**config.mk**
```make
export PLATFORM = sky130hd
export DESIGN_NAME = shift_sequencer
export DESIGN_NICKNAME = d
export VERILOG_FILES = /design/src/rtl/shift_sequencer.sv
export SDC_FILE = /design/constraint.sdc
export NUM_CORES = 1
export LEC_CHECK = 0
export ABC_AREA = 1
export BUFFER_PORTS_ARGS = -buffer_cell sky130_fd_sc_hd__buf_2
export CORE_MARGIN = 3
export CORE_UTILIZATION = 50
export CTS_BUF_LIST = sky130_fd_sc_hd__clkbuf_16
export DETAILED_ROUTE_END_ITERATION = 7
export PLACE_DENSITY_LB_ADDON = 0.15
export REMOVE_ABC_BUFFERS = 1
export SLEW_MARGIN = 20
export SYNTH_ARGS = -nofsm -noshare
export SYNTH_HDL_FRONTEND = slang
export SYNTH_SLANG_ARGS = --single-unit
export TNS_END_PERCENT = 20
```
**constraint.sdc**
```tcl
create_clock -name i_clk -period 5.18 [get_ports i_clk]
set_input_delay 0.777 -clock i_clk [delete_from_list [all_inputs] [get_ports i_clk]]
set_output_delay 0.777 -clock i_clk [all_outputs]
set_load 0.05 [all_outputs]
```
**src/rtl/shift_sequencer.sv**
```systemverilog
// shift_sequencer: multi-cycle barrel shifter, one log2 pass per cycle.
// Ports:
//   i_clk      clock, all state changes on rising edge
//   i_reset    synchronous active-high reset
//   i_start    request, sampled only when not busy (IDLE or DONE)
//   i_data     operand, captured on accepted start
//   i_shamt    unsigned shift amount, captured with i_data
//   i_dir      0 = logical left, 1 = logical right (SHIFT_SRL_EN only)
//   o_busy     high while shifting
//   o_done     one-cycle pulse with the updated result
//   o_data_out registered result, held until next completion
// Optional feature macro: SHIFT_SRL_EN adds i_dir and right shifts.
module shift_sequencer #(
   parameter int DATA_W  = 32,
   parameter int SHAMT_W = 5
) (
   input  logic               i_clk,
   input  logic               i_reset,
   input  logic               i_start,
   input  logic [DATA_W-1:0]  i_data,
   input  logic [SHAMT_W-1:0] i_shamt,
`ifdef SHIFT_SRL_EN
   input  logic               i_dir,
`endif
   output logic               o_busy,
   output logic               o_done,
   output logic [DATA_W-1:0]  o_data_out
);

   localparam int CNT_W = 3;

   typedef enum logic [1:0] {
      IDLE  = 2'd0,
      SHIFT = 2'd1,
      DONE  = 2'd2
   } state_t;

   state_t              r_state;
   logic [DATA_W-1:0]   r_acc;
   logic [SHAMT_W-1:0]  r_amt;
   logic [CNT_W-1:0]    r_cnt;
   logic                r_dir_q;
   logic                r_busy;
   logic                r_done;
   logic [DATA_W-1:0]   r_data_out;

   logic                w_dir;
   logic [SHAMT_W:0]    w_dist;
   logic                w_amt_bit;
   logic                w_last;
   logic [DATA_W-1:0]   w_pass;

`ifdef SHIFT_SRL_EN
   assign w_dir = i_dir;
`else
   // Left-only build: direction is permanently "left".
   assign w_dir = 1'b0;
`endif

   // Pass cnt moves the accumulator by 2**cnt when amt[cnt] is set.
   always_comb begin
      w_dist    = {{SHAMT_W{1'b0}}, 1'b1} << r_cnt;
      w_amt_bit = r_amt[r_cnt];
      w_last    = (r_cnt == CNT_W'(SHAMT_W - 1));
      w_pass    = r_acc;
      if (w_amt_bit) begin
         if (r_dir_q) w_pass = r_acc >> w_dist;
         else         w_pass = r_acc << w_dist;
      end
   end

   always_ff @(posedge i_clk) begin
      if (i_reset) begin
         r_state    <= IDLE;
         r_acc      <= '0;
         r_amt      <= '0;
         r_cnt      <= '0;
         r_dir_q    <= 1'b0;
         r_busy     <= 1'b0;
         r_done     <= 1'b0;
         r_data_out <= '0;
      end else begin
         case (r_state)
            IDLE, DONE: begin
               r_done <= 1'b0;
               if (i_start) begin
                  r_acc   <= i_data;
                  r_amt   <= i_shamt;
                  r_cnt   <= '0;
                  r_dir_q <= w_dir;
                  r_busy  <= 1'b1;
                  r_state <= SHIFT;
               end else begin
                  r_busy  <= 1'b0;
                  r_state <= IDLE;
               end
            end
            SHIFT: begin
               // Always SHAMT_W passes, even when the amount is 0.
               r_acc <= w_pass;
               r_cnt <= r_cnt + 1'b1;
               if (w_last) begin
                  r_data_out <= w_pass;
                  r_done     <= 1'b1;
                  r_busy     <= 1'b0;
                  r_state    <= DONE;
               end
            end
            default: begin
               r_busy  <= 1'b0;
               r_done  <= 1'b0;
               r_state <= IDLE;
            end
         endcase
      end
   end

   assign o_busy     = r_busy;
   assign o_done     = r_done;
   assign o_data_out = r_data_out;

endmodule

```
==> results_dict.tcl <==
set metrics [dict create \
    run_status "completed" \
    ioPinCount 74 \
    nNetsFinal 935 \
    synthCells 855 \
    hold_viol 0 \
    critPathMaxFanout 32 \
    setup_viol 0 \
    clkLatencyLatePin_ns 0.34 \
    tns_ns 0 \
    drt-met1-wl_mm 7.681 \
    edff_count_synth 0 \
    timing.critical_path.slowest_stage_cell "ha_1" \
    drt_first_iter_violations 549 \
    grt_setup_unrepaired "no" \
    finalWeightedCongestion 0.9472 \
    cts_max_level 3 \
    power_density_over_the_cells_mw_per_mm2 300.5 \
    grtUsageTotal 0.3057 \
    path_cells "inv_2, ha_1, nand2_1, nor2_4, inv_2, nor2_2, buf_4, nand2_1, nand2_1" \
    path_common_cell "nand2_1" \
    most_used_standard_cell_by_instance_count_after_synthesis "nand2_1" \
    detail_routed_via_count_per_cell 5.746 \
    antenna_found_initial 0 \
    cp_top_family "simple AND/OR/NAND/NOR gates" \
    synthArstFlopShare 0 \
    post_cts_resize_count 0 \
    path_buf_inv 3 \
    area.growth.synth_to_final_pct 11.42 \
    syn_area_per_cell_sq_um 5.918 \
    clock_buffer_depth 2 \
    wl_met2_mm 7.628 \
    synth_top_cells_by_area "dfxtp_1 30%, nand2_1 23%, nand3_1 21%, o21ai_0 4.3%, inv_1 3.7%" \
    grt_pass1_vias 5374 \
    cts_made_buffers 9 \
    worst_path_largest_cell_delay_ns 0.66 \
    hp-class "register to register" \
    tritoncts "built" \
    timing.reg2reg.worst_path_depth 9 \
    synth_largest_area_cell "dfxtp_1" \
    timing.reg2reg.setup_slack_ns 1.73 \
    finalWirelength_mm 17.14 \
    finalPower_mw 1.694 \
    drive_gt1_frac 0.1330 \
    regToRegEndpoint "o_data_out[25]" \
    wire_length_of_the_first_global_routing_pass_mm 27.63 \
    clk_pin_slew_worst_paths_ns 0.06 \
    post-route-min-period_ns 3.448 \
    netlist-cell-type-count 32 \
    antenna_violating_nets_post_route 0 \
    yosys_most_used_dff "dfxtp_1" \
    setup_buffers_after_cts 0 \
    setup.worst_path.class "register to register" \
    yosysSeqAreaShare 0.3007 \
    crit_path_start_kind "register" \
    layout_worst_path_cycle_share 0.6656 \
    post_drt_wl_per_cell_um 16.67 \
    drv.max_cap_violation_count 0 \
    floorplan.initialDensity 0.5153 \
    grt_max_degree 62 \
    clock.fmax_mhz 290.0 \
    fin_worst_skew_ns 0.01039 \
    synth_largest_type_area_fraction 0.3007 \
    cts_num_sinks 76 \
    post-route-cell-area_sq_mm 0.005638 \
    detailroute.wirelength.met3_mm 1.418 \
    critical_path_arrival_ns 3.72 \
    highest_layer "met4" \
    preCtsSetupSlack_ns 1.768 \
    synth-warning-count 0 \
    worst_slew_pin_slew_ns 1.068 \
    hold-path-cell-count 2 \
    dp_hpwl_mm 12.00 \
    worst_ir_drop_vdd_v 0.0001539 \
    netlist_area_sq_mm 0.005060 \
    antennaDiodeCount 0 \
    synth.top_cells.by_count "316 x nand2_1, 213 x nand3_1, 76 x dfxtp_1" \
    portBuffers 73 \
    crit_required_ns 5.46 \
    synth-seq-cells 76 \
    holdPathEnd "r_amt[3]" \
    die_y_um 106.6 \
    leakage_nw 2.874 \
    drc_errors 0 \
    floorplan.core_area_sq_mm 0.009819 \
    slew_margin_rel 0.2839 \
    fillerInstances 1061 \
    placement_rows 36 \
    rr_startpoint "r_cnt[0]" \
    post_dp_cell_area_sq_mm 0.005369 \
    setup.worst_path.end_class "register" \
    clock_tree.root_cell "clkbuf_16" \
    layout_setup_ws_ns 1.732 \
    grt_overflow 0 \
    worst_hold_startpoint "r_amt[3]" \
    die_x_um 106.6 \
    fp.dieArea_sq_mm 0.01136 \
    finalMaxSlewViolations 0 \
    number_of_buffers_added_to_fix_hold_violations_after_cts 0 \
    dr.pass1.iters 6 \
    via_count 5907 \
]
## final cells by class
type | count | area, sq um | share of cell area
Timing Repair Buffer | 79 | 410.4 | 0.07279
Clock inverter | 7 | 43.79 | 0.007767
Multi-Input combinational cell | 668 | 3057 | 0.5422
Sequential cell | 76 | 1521 | 0.2699
Inverter | 56 | 214.0 | 0.03795
Clock buffer | 9 | 225.2 | 0.03995
Tap cell | 133 | 166.4 | 0.02952
## cell usage in the layout, fill, tap and decap left out, drive strengths merged
| master | instances |
|---|---|
| o211ai | 3 |
| dfxtp | 76 |
| nand3 | 216 |
| a32o | 1 |
| clkbuf | 9 |
| o32ai | 1 |
| o22ai | 7 |
| a21oi | 19 |
| a22o | 2 |
| nand2 | 323 |
| ha | 5 |
| nand4 | 1 |
| o21ai | 57 |
| clkinvlp | 1 |
| inv | 53 |
| clkinv | 9 |
| nor2 | 32 |
| buf | 79 |
| or2 | 1 |
## metal layers
layer / vias to the layer above / track usage
li1: 2871 / -
met1: 2725 / 0.4255
met2: 287 / 0.4847
met3: 24 / 0.04636
met4: 0 / 0.1023
met5: - / 0
## report_power, final
| part | leakage, nW | switching [mW] | internal [mW] |
|---|---|---|---|
| Sequential | 0.619 | 0.0155 | 0.613 |
| Combinational | 2.12 | 0.345 | 0.145 |
| Clock | 0.133 | 0.254 | 0.321 |
## sequential cells by signal, indices dropped and copies added, names as in the netlist
| name | flops |
|---|---|
| r_cnt | 3 |
| r_state | 2 |
| o_done | 1 |
| r_acc | 32 |
| o_busy | 1 |
| r_amt | 5 |
| o_data_out | 32 |
## stage by stage
step	instances	util	hold WS, ns
2_1_floorplan	800	-	0.4313
3_3_place_gp	1012	0.5468	0.4452
3_5_place_dp	1012	0.5468	0.4529
4_1_cts	1028	0.5742	0.4608
5_1_grt	1028	0.5742	0.4866
6_report	1028	0.5742	0.4600
## worst reg2reg max path: stages (launching register included)
cell     delay, ns
dfxtp_1       0.37
inv_2         0.12
ha_1          0.66
nand2_1       0.60
nor2_4        0.33
inv_2         0.29
nor2_2        0.52
buf_4         0.35
nand2_1       0.09
nand2_1       0.07
## worst max-delay path by stage
stage	cells after the start	slack, ns	endpoint	startpoint
after floorplan	8	2.35	o_data_out[10]	r_cnt[0]
after global placement	9	2.00	o_data_out[2]	r_cnt[0]
after detailed placement	9	1.77	o_data_out[25]	r_cnt[0]
after CTS	9	1.75	o_data_out[25]	r_cnt[0]
after global routing	9	1.38	o_data_out[17]	r_cnt[0]
final	9	1.73	o_data_out[25]	r_cnt[0]
## cells by family (layout without fill, tap and decap cells)
group                      Yosys count  count (layout)  synth area share
AOI/OAI and AO/OA                   90              90           0.09941
buffers and inverters              111             151           0.09569
adders and majority gates            5               5           0.01236
and+or+nand+nor                    573             573            0.4918
DFF                                 76              76            0.3007
(Power assumes the default switching activity.)
